==> src/rtl/fp_addsub_issue_if.sv <==
// Request, adder and response handshake bundle around fp_addsub_issue.
// slave is the controller's view; master is the surrounding decode/adder/writeback view.
interface fp_addsub_issue_if #(
    parameter int TAG_W = 5
);
    logic             req_valid;
    logic             req_ready;
    logic             req_sub;
    logic [31:0]      req_a;
    logic [31:0]      req_b;
    logic [TAG_W-1:0] req_tag;

    logic             add_start;
    logic             add_sub;
    logic [31:0]      add_a;
    logic [31:0]      add_b;
    logic [31:0]      add_y;
    logic [4:0]       add_flags;
    logic             add_valid;

    logic             resp_valid;
    logic             resp_ready;
    logic [31:0]      resp_y;
    logic [4:0]       resp_flags;
    logic [TAG_W-1:0] resp_tag;

    modport slave (
        input  req_valid, req_sub, req_a, req_b, req_tag,
        output req_ready,
        output add_start, add_sub, add_a, add_b,
        input  add_y, add_flags, add_valid,
        output resp_valid, resp_y, resp_flags, resp_tag,
        input  resp_ready
    );

    modport master (
        output req_valid, req_sub, req_a, req_b, req_tag,
        input  req_ready,
        input  add_start, add_sub, add_a, add_b,
        output add_y, add_flags, add_valid,
        input  resp_valid, resp_y, resp_flags, resp_tag,
        output resp_ready
    );
endinterface

==> src/rtl/fp_addsub_issue.sv <==
// Issue/retire controller in front of the FP add/sub unit: NaN/Inf/zero-zero resolved locally,
// the rest issued to the adder. Optional flush port and stale-result drop: FP_ADDSUB_FLUSH_EN.
module fp_addsub_issue #(
    parameter int TAG_W       = 5,
    parameter int TIMEOUT_CYC = 15
) (
    input  logic             clk,
    input  logic             rst,
`ifdef FP_ADDSUB_FLUSH_EN
    input  logic             flush,
`endif
    fp_addsub_issue_if.slave bus,
    input  logic             fflags_clr,
    output logic [4:0]       fflags_acc,
    output logic             timeout_err
);
    localparam logic [31:0] QNAN      = 32'h7FC0_0000;
    localparam logic [4:0]  FLG_NV    = 5'b10000;
    localparam logic [4:0]  FLG_OF_NX = 5'b00101;
    localparam int          CNT_W     = $clog2(TIMEOUT_CYC + 1);

    typedef enum logic [1:0] {IDLE, ISSUE, WAIT, RESP} state_t;

    state_t           state, state_nxt;
    logic             accept, retire, timeout_hit, kill, idle_ok;
    logic             spec_hit;
    logic [31:0]      spec_y;
    logic [4:0]       spec_flags;
    logic [CNT_W-1:0] wait_cnt;

    logic             sub_q;
    logic [31:0]      a_q, b_q, y_q;
    logic [4:0]       flags_q;
    logic [TAG_W-1:0] tag_q;

    // Operand classification; b is seen with its effective sign after SUB.
    logic sb_eff, a_exp_max, b_exp_max, a_nan, b_nan, a_snan, b_snan, a_inf, b_inf, a_zero, b_zero;
    assign sb_eff    = bus.req_b[31] ^ bus.req_sub;
    assign a_exp_max = &bus.req_a[30:23];
    assign b_exp_max = &bus.req_b[30:23];
    assign a_nan     = a_exp_max && (bus.req_a[22:0] != 23'd0);
    assign b_nan     = b_exp_max && (bus.req_b[22:0] != 23'd0);
    assign a_snan    = a_nan && !bus.req_a[22];
    assign b_snan    = b_nan && !bus.req_b[22];
    assign a_inf     = a_exp_max && (bus.req_a[22:0] == 23'd0);
    assign b_inf     = b_exp_max && (bus.req_b[22:0] == 23'd0);
    assign a_zero    = (bus.req_a[30:0] == 31'd0);
    assign b_zero    = (bus.req_b[30:0] == 31'd0);

    // NOTE: every always_comb output is given a default first, so no path can infer a latch.
    always_comb begin
        spec_hit   = 1'b1;
        spec_y     = QNAN;
        spec_flags = 5'd0;
        if (a_nan || b_nan) begin
            spec_flags = (a_snan || b_snan) ? FLG_NV : 5'd0;
        end else if (a_inf && b_inf && (bus.req_a[31] != sb_eff)) begin
            spec_flags = FLG_NV;
        end else if (a_inf) begin
            spec_y = bus.req_a;
        end else if (b_inf) begin
            spec_y = {sb_eff, bus.req_b[30:0]};
        end else if (a_zero && b_zero) begin
            spec_y = {bus.req_a[31] & sb_eff, 31'd0};
        end else begin
            spec_hit = 1'b0;
        end
    end

`ifdef FP_ADDSUB_FLUSH_EN
    // A flushed op still in the adder returns one stale result that must be swallowed.
    logic drop_pending;
    assign kill    = flush;
    assign idle_ok = !drop_pending;

    always_ff @(posedge clk) begin
        if (!rst) begin
            drop_pending <= 1'b0;
        end else if (flush && (state == ISSUE || (state == WAIT && !bus.add_valid))) begin
            drop_pending <= 1'b1;
        end else if (bus.add_valid) begin
            drop_pending <= 1'b0;
        end
    end
`else
    assign kill    = 1'b0;
    assign idle_ok = 1'b1;
`endif

    assign accept      = bus.req_valid && bus.req_ready && !kill;
    assign retire      = (state == RESP) && bus.resp_ready && !kill;
    assign timeout_hit = (state == WAIT) && !bus.add_valid && (wait_cnt == CNT_W'(TIMEOUT_CYC - 1));

    // NOTE: sequential state uses non-blocking assignment so every register samples pre-edge values.
    always_ff @(posedge clk) begin
        if (!rst) state <= IDLE;
        else      state <= state_nxt;
    end

    always_comb begin
        state_nxt = state;
        unique case (state)
            IDLE:    if (accept) state_nxt = spec_hit ? RESP : ISSUE;
            ISSUE:   state_nxt = WAIT;
            WAIT:    if (bus.add_valid || timeout_hit) state_nxt = RESP;
            RESP:    if (retire) state_nxt = IDLE;
            default: state_nxt = IDLE;
        endcase
        if (kill) state_nxt = IDLE;
    end

    always_comb begin
        bus.req_ready  = (state == IDLE) && idle_ok;
        bus.add_start  = (state == ISSUE);
        bus.resp_valid = (state == RESP);
    end

    // NOTE: datapath registers are reset as well, because their zero value is visible on the ports.
    always_ff @(posedge clk) begin
        if (!rst) begin
            sub_q       <= 1'b0;
            a_q         <= 32'd0;
            b_q         <= 32'd0;
            y_q         <= 32'd0;
            flags_q     <= 5'd0;
            tag_q       <= '0;
            wait_cnt    <= '0;
            timeout_err <= 1'b0;
            fflags_acc  <= 5'd0;
        end else begin
            timeout_err <= 1'b0;
            if (accept) begin
                sub_q <= bus.req_sub;
                a_q   <= bus.req_a;
                b_q   <= bus.req_b;
                tag_q <= bus.req_tag;
                if (spec_hit) begin
                    y_q     <= spec_y;
                    flags_q <= spec_flags;
                end
            end

            if (state == ISSUE)     wait_cnt <= '0;
            else if (state == WAIT) wait_cnt <= wait_cnt + 1'b1;

            // Adder overflow encoding is replaced by a signed infinity.
            if (state == WAIT && bus.add_valid) begin
                if (bus.add_flags[2]) begin
                    y_q     <= {bus.add_y[31], 8'hFF, 23'd0};
                    flags_q <= bus.add_flags | FLG_OF_NX;
                end else begin
                    y_q     <= bus.add_y;
                    flags_q <= bus.add_flags;
                end
            end else if (timeout_hit) begin
                y_q         <= QNAN;
                flags_q     <= FLG_NV;
                timeout_err <= !kill;
            end

            fflags_acc <= (fflags_clr ? 5'd0 : fflags_acc) | (retire ? flags_q : 5'd0);
        end
    end

    assign bus.add_sub    = sub_q;
    assign bus.add_a      = a_q;
    assign bus.add_b      = b_q;
    assign bus.resp_y     = y_q;
    assign bus.resp_flags = flags_q;
    assign bus.resp_tag   = tag_q;
endmodule

==> src/flat_wrapper.sv <==
// flat-port wrapper written by rule: the top's interface ports become plain ports
module fp_addsub_issue_flat 
#(
    parameter int TAG_W       = 5,
    parameter int TIMEOUT_CYC = 15
)
  (clk, rst, fflags_clr, fflags_acc, timeout_err, bus_req_valid, bus_req_sub, bus_req_a, bus_req_b, bus_req_tag, bus_req_ready, bus_add_start, bus_add_sub, bus_add_a, bus_add_b, bus_add_y, bus_add_flags, bus_add_valid, bus_resp_valid, bus_resp_y, bus_resp_flags, bus_resp_tag, bus_resp_ready);
  fp_addsub_issue_if #(.TAG_W(TAG_W)) bus_i ();
  input  logic clk;
  input  logic rst;
  input  logic fflags_clr;
  output logic [4:0] fflags_acc;
  output logic timeout_err;
  input wire logic [$bits(bus_i.req_valid)-1:0] bus_req_valid;
  input wire logic [$bits(bus_i.req_sub)-1:0] bus_req_sub;
  input wire logic [$bits(bus_i.req_a)-1:0] bus_req_a;
  input wire logic [$bits(bus_i.req_b)-1:0] bus_req_b;
  input wire logic [$bits(bus_i.req_tag)-1:0] bus_req_tag;
  output wire logic [$bits(bus_i.req_ready)-1:0] bus_req_ready;
  output wire logic [$bits(bus_i.add_start)-1:0] bus_add_start;
  output wire logic [$bits(bus_i.add_sub)-1:0] bus_add_sub;
  output wire logic [$bits(bus_i.add_a)-1:0] bus_add_a;
  output wire logic [$bits(bus_i.add_b)-1:0] bus_add_b;
  input wire logic [$bits(bus_i.add_y)-1:0] bus_add_y;
  input wire logic [$bits(bus_i.add_flags)-1:0] bus_add_flags;
  input wire logic [$bits(bus_i.add_valid)-1:0] bus_add_valid;
  output wire logic [$bits(bus_i.resp_valid)-1:0] bus_resp_valid;
  output wire logic [$bits(bus_i.resp_y)-1:0] bus_resp_y;
  output wire logic [$bits(bus_i.resp_flags)-1:0] bus_resp_flags;
  output wire logic [$bits(bus_i.resp_tag)-1:0] bus_resp_tag;
  input wire logic [$bits(bus_i.resp_ready)-1:0] bus_resp_ready;
  assign bus_i.req_valid = bus_req_valid;
  assign bus_i.req_sub = bus_req_sub;
  assign bus_i.req_a = bus_req_a;
  assign bus_i.req_b = bus_req_b;
  assign bus_i.req_tag = bus_req_tag;
  assign bus_req_ready = bus_i.req_ready;
  assign bus_add_start = bus_i.add_start;
  assign bus_add_sub = bus_i.add_sub;
  assign bus_add_a = bus_i.add_a;
  assign bus_add_b = bus_i.add_b;
  assign bus_i.add_y = bus_add_y;
  assign bus_i.add_flags = bus_add_flags;
  assign bus_i.add_valid = bus_add_valid;
  assign bus_resp_valid = bus_i.resp_valid;
  assign bus_resp_y = bus_i.resp_y;
  assign bus_resp_flags = bus_i.resp_flags;
  assign bus_resp_tag = bus_i.resp_tag;
  assign bus_i.resp_ready = bus_resp_ready;
  fp_addsub_issue #(.TAG_W(TAG_W), .TIMEOUT_CYC(TIMEOUT_CYC)) u_core (.clk(clk), .rst(rst), .bus(bus_i), .fflags_clr(fflags_clr), .fflags_acc(fflags_acc), .timeout_err(timeout_err));
endmodule
==> config.mk <==
export PLATFORM = sky130hd
export DESIGN_NAME = fp_addsub_issue_flat
export DESIGN_NICKNAME = d
export VERILOG_FILES = /design/src/rtl/fp_addsub_issue_if.sv /design/src/rtl/fp_addsub_issue.sv /design/src/flat_wrapper.sv
export SDC_FILE = /design/constraint.sdc
export NUM_CORES = 1
export LEC_CHECK = 0
export CORE_ASPECT_RATIO = 0.5
export CORE_UTILIZATION = 36
export DETAILED_ROUTE_END_ITERATION = 12
export PLACE_DENSITY = 0.76
export SYNTH_ARGS = -nofsm -noshare
export SYNTH_HDL_FRONTEND = slang
export SYNTH_SLANG_ARGS = --single-unit
==> constraint.sdc <==
create_clock -name clk -period 2.2 [get_ports clk]
set_input_delay 0.33 -clock clk [delete_from_list [all_inputs] [get_ports clk]]
set_output_delay 0.33 -clock clk [all_outputs]
set_load 0.01 [all_outputs]
Word-level counts from Yosys, hierarchy flattened --
Index checks and enable logic that the tools add are counted.
Word-level totals: word-level logic and storage cells 89, output and inout bits 116, bits of input ports 113, register bits 119
Cells by class: mux-type cells 31, reductions and logical operators 35, bitwise logic cells 4, eq/ne operators 8, $add $sub $neg 1
Operators by type and width (number):
- $mux W32 | 9
- $logic_not A31 Y1 | 2
- $logic_not A23 Y1 | 2
- $reduce_bool A23 Y1 | 2
- $mux W5 | 9
- $mux W31 | 1
- $reduce_and A8 Y1 | 2
- $logic_and A1 B1 Y1 | 14
- $mux W2 | 4
- $pmux W2 S4 | 1
- $mux W1 | 6
- $reduce_bool A3 Y1 | 2
- $or A5 B5 Y5 | 1
- $add A4 B1 Y4 const B | 1
- $eq A2 B2 Y1 const B | 2
- $eq A4 B4 Y1 const B | 1
- $ne A2 B2 Y1 const B | 2
- $reduce_or A2 Y1 | 2
- $logic_not A1 Y1 | 3
- $logic_or A1 B1 Y1 | 3
- $mux W3 | 1
- $reduce_and A3 Y1 | 1
- $eq A2 B1 Y1 const B | 1
- $logic_not A2 Y1 | 1
- other kinds (6) | 6

Longest topological paths before layout --
Gate-level depths: netlist of run 1.
depth after elaboration 11, mapped depth 10, gate-level depth less buffers 8

Worst setup path before layout of run 1 --
Ideal clock, no wire load.
path kind flip-flop to flip-flop, from register u_core.state[0], to register u_core.y_q[30], in the netlist u_core.bus.resp_y[30], clock period less this slack 2086 ps, required time 2130 ps, data arrival time 2015 ps, slack 114 ps, stages on the path, launching flop included 11, library setup time 70 ps, path buffers 2, cells stage by stage dfxtp_1 -> inv_1 -> ha_1 -> buf_2 -> nand4_1 -> nand2_1 -> or3_1 -> o22ai_2 -> and2_0 -> clkbuf_1 -> o2bb2ai_1
Between the ends: word-level cells in the longest chain between the ends 5, elaborated cells on any way between the ends 11, classes of those cells eq/ne (1); mux (2); reduce/logical (8)
Ends and longest elaborated chain:
- start, declared | RTL line fp_addsub_issue.sv:24 | state_t state, state_nxt;
- start signal, assigned | RTL line fp_addsub_issue.sv:97 | else state <= state_nxt;
- $eq A2 B2 Y1 | RTL line fp_addsub_issue.sv:92, fp_addsub_issue.sv:147
- $logic_and A1 B1 Y1 (2 in series) | RTL line fp_addsub_issue.sv:92 | assign timeout_hit = (state == WAIT) && !bus.add_valid && (wait_cnt == CNT_W'(TIMEOUT_CYC - 1));
- $reduce_bool A3 Y1 (no line) / $mux W32 (equally long branches)
- $reduce_and A2 Y1 (no line) / $mux W32 (equally long branches)
- end signal, assigned | RTL line fp_addsub_issue.sv:138 | y_q <= spec_y;
- end signal, assigned | RTL line fp_addsub_issue.sv:149 | y_q <= {bus.add_y[31], 8'hFF, 23'd0};
- end signal, assigned | RTL line fp_addsub_issue.sv:152 | y_q <= bus.add_y;
- end, declared | RTL line fp_addsub_issue.sv:32 | logic [31:0] a_q, b_q, y_q;
Parallel ways exist; a longest one is shown, timed or not. A chain may end at the register's enable or synchronous reset.

Worst setup path after layout of run 1 --
from input port bus_req_b[10], to register u_core.y_q[22], in the netlist u_core.bus.resp_y[22]
Between the ends: word-level cells in the longest chain between the ends 11, elaborated cells on any way between the ends 25, classes of those cells mux (14); reduce/logical (11)
Ends and longest elaborated chain:
- start, declared | RTL line flat_wrapper.sv:17 | input wire logic [$bits(bus_i.req_b)-1:0] bus_req_b;
- $logic_not A31 Y1 | RTL line fp_addsub_issue.sv:48 | assign b_zero = (bus.req_b[30:0] == 31'd0);
- $logic_and A1 B1 Y1 | RTL line fp_addsub_issue.sv:63 | end else if (a_zero && b_zero) begin
- $mux W32 | RTL line fp_addsub_issue.sv:63
- $mux W32 | RTL line fp_addsub_issue.sv:61 | end else if (b_inf) begin
- $mux W32 | RTL line fp_addsub_issue.sv:59 | end else if (a_inf) begin
- $mux W32 | RTL line fp_addsub_issue.sv:57 | end else if (a_inf && b_inf && (bus.req_a[31] != sb_eff)) begin
- $mux W32 | RTL line fp_addsub_issue.sv:55 | if (a_nan || b_nan) begin
- $mux W32 | RTL line fp_addsub_issue.sv:137 | if (spec_hit) begin
- $mux W32 | RTL line fp_addsub_issue.sv:132 | if (accept) begin
- $mux W32 | RTL line fp_addsub_issue.sv:155 | end else if (timeout_hit) begin
- $mux W32 | RTL line fp_addsub_issue.sv:147 | if (state == WAIT && bus.add_valid) begin
Parallel ways exist; a longest one is shown, timed or not. The select of a mux whose other input is x is not followed.

==> flow_summary.toml, run 1 <==
[outcome]
outcome = "finished, final reports clean"

[worst_setup_path]
cp.arrival_ns = 2.47
r2r_slack_ns = 0.12
slowest_delay_ns = 0.44
r2r_start = "u_core.state[0]"
worst-setup-path-type = "in2reg"
path_delay_family = "simple AND/OR/NAND/NOR gates"
path_cells = "dlygate4sd2_1 -> nor4_2 -> buf_4 -> nand4_1 -> nor4_4 -> o22ai_4 -> buf_6 -> buf_16 -> o41ai_2"
cp_max_fo = 15
r2r_end = "u_core.bus.resp_y[31]"
reg2reg_depth = 10
end_kind = "flop"
critPathLaunchType = "input pin"
cp.required_ns = 2.51
crit_buf_inv = 4
slowest_stage = "nor4_4"

[pwr]
power_leakage_nw = 3.113
combPwrFrac_pct = 30.7
ir_worst_vdd_mv = 0.5168
p_sw_share_pct = 31.23
clkPwrFrac_pct = 33.5
power.density_nw_per_um2 = 912.7
finalPower_mw = 7.384
p_seq_share_pct = 35.7
switching_power_mw = 2.306
internal_power_mw = 5.078

[route]
ant_nets = 0
wl_per_cell_um = 15.25
drc_errors = 0
vias = 4953
drt_iter0_markers = 343
via_per_inst = 4.983
finalWirelength_um = 15160
drt_first_pass_iters = 4

[clock_network]
path_clk_slew_ns = 0.05
cts_tree = "yes"
htree_levels = 4
cts.sinks = 119
cts_buffers = 17
clkLatencyLatePin_ns = 0.41
clock_path_buffers = 2
cts-root-buf = "clkbuf_16"

[job]
max_cap_viol_count = 0

[placement]
place_hpwl_um = 10440
port-buffer-count = 228
dp_cells = 957
post_dp_cell_area_um2 = 7320
gp_congestion = 0.8354

[timing]
finalClockSkew_ns = 0.006608
timing.fmax_mhz = 461.6
worstMarginPinSlew_ns = 0.4668
maxSlewViolCount = 0
period_minus_slack_ns = 2.166
hold_viol = 0
min_period_over_period_pct = 98.46
relSlewSlack_pct = 68.88
setup_tns_ns = 0
setup_violations = 0

[yosys]
synth_top_cell_area_share_pct = 52.58
yosys.area.top_type = "dfxtp_1"
ys_types = 37
ys_ff_latch = 119
synth-edff-count = 0
synthesis.area_um2 = 4531
synth_warnings = 0
synthCells = 548
syn_nets = 668
postSynth.asyncResetShare_pct = 0
ys_top_cells_by_area = "dfxtp_1, nand2_1, a21oi_1"
avgSynthCellArea_um2 = 8.268
ys.flop_type = "dfxtp_1"
ys_seq_area_share_pct = 52.58

[global_routing]
grtUsageTotal_pct = 22.61
grt_max_degree = 71
overflow = 0
antenna_found_initial = 0
grt_pass1_vias = 4649
grt_pass1_wl_um = 22980

[floorplanning]
io_pins = 229
fp-row-count = 28
initial_core_util_pct = 37.59
die_w_um = 160.7
core_um2 = 12050
dieArea_um2 = 13060
die_y_um = 81.33

[finish]
regArea_um2 = 2385
fin_cells = 994
drive_gt1_share_pct = 14.84
n_fill_cell = 1016
multi_input_area_um2 = 2143
antennaDiodeCount = 0
stdcell_area_um2 = 8090
post-route-util_pct = 67.13
final_nets = 936
synthToLayoutAreaGrowth_pct = 78.57

[hold_path]
hold_path_end = "u_core.bus.add_b[5]"
hold_class = "in2reg"
worstHoldPathCells = 3
hp-start = "bus_req_b[5]"
kinds of logic (layout without fill, tap and decap cells):
| logic type | count (synthesis) | after routing | share of synthesized area [%] |
|---|---|---|---|
| flip-flops | 119 | 119 | 52.58 |
| AO/OA/AOI/OAI | 131 | 131 | 18.14 |
| AND/OR/NAND/NOR | 242 | 242 | 22.65 |
| buffers and inverters | 44 | 325 | 3.701 |
| adder cells (fa/ha/maj) | 7 | 7 | 1.933 |
| XOR/XNOR | 4 | 4 | 0.7734 |
| multiplexers | 1 | 1 | 0.2209 |
synth_stat cells, types with 3 or more instances:
| master | instances |
|---|---|
| nor4_1 | 14 |
| nand4_1 | 10 |
| a21oi_1 | 75 |
| dfxtp_1 | 119 |
| a32oi_1 | 5 |
| xor2_1 | 3 |
| and2_1 | 3 |
| a221oi_1 | 3 |
| a22oi_1 | 25 |
| nand2_1 | 150 |
| o21ai_0 | 3 |
| inv_1 | 9 |
| ha_1 | 7 |
| clkbuf_1 | 32 |
| nor3_1 | 5 |
| o2bb2ai_1 | 8 |
| nor2_1 | 49 |
flip-flops by register name (all words and copies together) (netlist names):
name,count
u_core.bus.resp_flags,5
u_core.wait_cnt,4
u_core.bus.resp_tag,5
u_core.bus.add_sub,1
u_core.fflags_acc,5
u_core.state,2
u_core.bus.add_a,32
u_core.bus.resp_y,32
u_core.bus.add_b,32
u_core.timeout_err,1
final cells by class:
| class | instances | area share [%] |
|---|---|---|
| well taps | 165 | 2.552 |
| repair buffers | 283 | 34.38 |
| inverters | 10 | 0.4794 |
| flip-flops and latches | 119 | 29.48 |
| multi-input cells | 385 | 26.49 |
| clock buffers | 19 | 5.599 |
| clock inverters | 13 | 1.021 |
per-stage QoR:
| stage | hold slack [ns] | setup slack [ns] |
|---|---|---|
| after CTS | 0.3223 | 0.006974 |
| after floorplan | 0.4093 | 0.1142 |
| after global routing | 0.2070 | -0.02402 |
| after global placement | 0.4408 | -0.4480 |
| final | 0.2223 | 0.03382 |
| after detailed placement | 0.4464 | -0.4571 |
what timing repair did:
item,CTS,global route
hold buffers,0,0
resized for setup,24,35
buffers inserted,4,0
gates cloned,1,0
hold endpoints to repair,0,0
endpoints found under the setup margin,7,36
pin swaps,10,15
routing by layer:
metal / routed length (um) / vias to the layer above / part of all wire, % / GRT usage [%]
met1: 6529 / 2353 / 43 / 26.89
met4: 302 / 0 / 2.0 / 9.714
li1: - / 2435 / - / -
met5: 0 / - / 0 / 0
met3: 958 / 24 / 6.3 / 7.814
met2: 7366 / 141 / 49 / 37.66
how the worst max path moves through the flow:
stage / end / slack [ns] / start / cells past startpoint
floorplan: u_core.bus.resp_y[30] / 0.11 / u_core.state[0] / 10
global placement: u_core.bus.resp_flags[4] / -0.45 / bus_req_b[11] / 8
detailed placement: u_core.bus.resp_flags[4] / -0.46 / bus_req_b[17] / 8
CTS: u_core.bus.resp_y[31] / 0.007 / bus_req_a[16] / 8
global route: u_core.bus.resp_y[6] / -0.02 / bus_req_b[9] / 10
finish: u_core.bus.resp_y[22] / 0.03 / bus_req_b[10] / 9
worst register-to-register path: stages (launching register included):
cell	delay [ns]
dfxtp_2	0.34
inv_1	0.07
ha_2	0.21
nand4_1	0.11
nand2_1	0.09
or3_4	0.40
o22ai_4	0.18
buf_4	0.17
buf_12	0.14
a21oi_2	0.06
a221oi_2	0.21
power by group through the flow:
stage / registers, mW / logic, mW / clock network, mW
2_1_floorplan: 2.80 / 0.884 / 0
3_3_place_gp: 2.66 / 2.17 / 0
3_5_place_dp: 2.67 / 2.22 / 0
4_1_cts: 2.63 / 2.26 / 2.51
5_1_grt: 2.68 / 2.46 / 2.65
6_report: 2.64 / 2.27 / 2.48
cell usage in the layout, fill, tap and decap left out, types with 3 or more instances in the layout:
master,n
a21oi_1,74
a22oi_1,16
a22oi_2,9
a32oi_1,5
and2_1,3
buf_12,4
buf_4,49
clkbuf_16,17
clkdlybuf4s50_1,205
clkinv_2,8
clkinvlp_4,4
dfxtp_1,117
dlygate4sd2_1,12
dlymetal6s2s_1,11
ha_1,6
inv_1,9
nand2_1,149
nand4_1,10
nor2_1,47
nor3_1,5
nor4_1,3
nor4_2,11
o2bb2ai_1,8
xor2_1,3
No activity file was read; power rests on OpenSTA's default activity.
==> run 2: changes to the inputs <==
--- a/config.mk
+++ b/config.mk
@@ -7,6 +7,7 @@
 export LEC_CHECK = 0
 export CORE_ASPECT_RATIO = 0.5
 export CORE_UTILIZATION = 36
+export CTS_BUF_LIST = sky130_fd_sc_hd__clkbuf_16
 export DETAILED_ROUTE_END_ITERATION = 12
 export PLACE_DENSITY = 0.76
 export SYNTH_ARGS = -nofsm -noshare
==> run 2 against run 1 <==
Effect of this change: global-route usage about the same; flip-flop and latch count unchanged; register-to-register slack about the same; cell area down 0.25%; sequential power about the same; die area unchanged; critical path type unchanged; highest routed layer unchanged.
==> flow_summary.toml, run 2 (synthesis gave the netlist of run 1 again) <==
[outcome]
outcome = "finished, final reports clean"

[clock_network]
clkLatencyLatePin_ns = 0.40
cts_buffers = 17
cts-root-buf = "clkbuf_16"
ctsHoldBuffers = 0
htree_levels = 4
clock_path_buffers = 2
cts_tree = "yes"
cts.sinks = 119
path_clk_slew_ns = 0.05

[timing]
finalClockSkew_ns = 0.006743
setup_violations = 0
relSlewSlack_pct = 68.64
maxSlewViolCount = 0
period_minus_slack_ns = 2.135
min_period_over_period_pct = 97.05
timing.fmax_mhz = 468.4
holdWs_ns = 0.2268
hold_viol = 0
worstMarginPinSlew_ns = 0.4704

[floorplanning]
core_um2 = 12050
die_y_um = 81.33
fp-row-count = 28
die_w_um = 160.7
initial_core_util_pct = 37.59
io_pins = 229
dieArea_um2 = 13060

[placement]
dp_cells = 957
place_hpwl_um = 10440
gp_congestion = 0.8354
port-buffer-count = 228

[pwr]
finalPower_mw = 7.320
internal_power_mw = 5.009
switching_power_mw = 2.311
clkPwrFrac_pct = 33.0
combPwrFrac_pct = 31.0
p_sw_share_pct = 31.57
power.density_nw_per_um2 = 907.0
power_leakage_nw = 3.102
ir_worst_vdd_mv = 0.5128
p_seq_share_pct = 36.0

[global_routing]
grtUsageTotal_pct = 22.56
overflow = 0
grt_pass1_wl_um = 23000
grt_pass1_vias = 4645
antenna_found_initial = 0
grt_max_degree = 71

[route]
ant_nets = 0
vias = 4964
finalWirelength_um = 15220
drc_errors = 0
wl_per_cell_um = 15.31
drt_first_pass_iters = 4
drt_iter0_markers = 340
via_per_inst = 4.994

[worst_setup_path]
end_kind = "flop"
cp_max_fo = 15
critPathLaunchType = "input pin"
cp.arrival_ns = 2.44
cp.required_ns = 2.51
worst-setup-path-type = "in2reg"

[finish]
multi_input_area_um2 = 2143
drive_gt1_share_pct = 14.60
synthToLayoutAreaGrowth_pct = 78.13
fin_cells = 994
n_fill_cell = 1015
regArea_um2 = 2385
final_cell_mix = "clkdlybuf4s50_1, nand2_1, dfxtp_1, a21oi_1, buf_4"
final_nets = 936
final_common_cell = "clkdlybuf4s50_1"
antennaDiodeCount = 0

[job]
max_cap_viol_count = 0

[hold_path]
hold_class = "in2reg"
[run 2: cell types whose count changed in the layout (fill, tap and decap cells not counted)]
| cell | previous run | this run |
|---|---|---|
| clkbuf_8 | 2 | 0 |
| clkinv_1 | 0 | 2 |
[run 2: timing repair]
action,4_1_cts,5_1_grt
cloned,1,0
gates resized for setup,24,35
pin swaps,10,15
setup endpoints to repair,7,36
setup buffers,4,0
[run 2: final timing paths]
check	slack [ns]	cells after the start	to	startpoint
worst max register to register	0.13	10	u_core.bus.resp_y[31]	u_core.state[0]
worst min register to register	0.45	2	u_core.bus.add_b[0]	u_core.bus.add_b[0]
worst max-delay path	0.06	9	u_core.bus.resp_y[22]	bus_req_b[10]
worst min-delay path	0.23	3	u_core.bus.add_b[5]	bus_req_b[5]
[run 2: layout make-up]
type / count / share of cell area [%]
timing repair buffer: 283 / 34.47
sequential: 119 / 29.55
multi-input combinational: 385 / 26.56
clock buffer: 17 / 5.271
tap: 165 / 2.558
clock inverter: 15 / 1.116
inverter: 10 / 0.4806
[run 2: power groups by stage]
stage	Sequential (mW)	Combinational, mW	Clock [mW]
after CTS	2.63	2.26	2.44
after detailed placement	2.67	2.22	0
after floorplan	2.80	0.884	0
final	2.64	2.27	2.41
after global placement	2.66	2.17	0
after global routing	2.68	2.46	2.58
[run 2: layer usage]
metal	global-route usage, %	wire length [um]
met2	37.84	7415
met3	7.508	973
met4	9.429	306
met5	0	0
met1	26.92	6524
[run 2: critical path, stage by stage]
cell and delay (ns):
dlygate4sd2_1 0.26, nor4_2 0.30, buf_4 0.16, nand4_1 0.21, nor4_4 0.43, o22ai_4 0.15
buf_6 0.15, buf_16 0.15, o41ai_2 0.30
[run 2: through the flow]
stage	utilization (%)	area, um^2	setup TNS, ns	worst slack (ns)
2_1_floorplan	-	4531	0	0.1142
3_3_place_gp	60.73	7320	-11.92	-0.4480
3_5_place_dp	60.73	7320	-12.24	-0.4571
4_1_cts	65.86	7938	0	0.007087
5_1_grt	66.96	8070	-0.03135	-0.02685
6_report	66.96	8070	0	0.06489
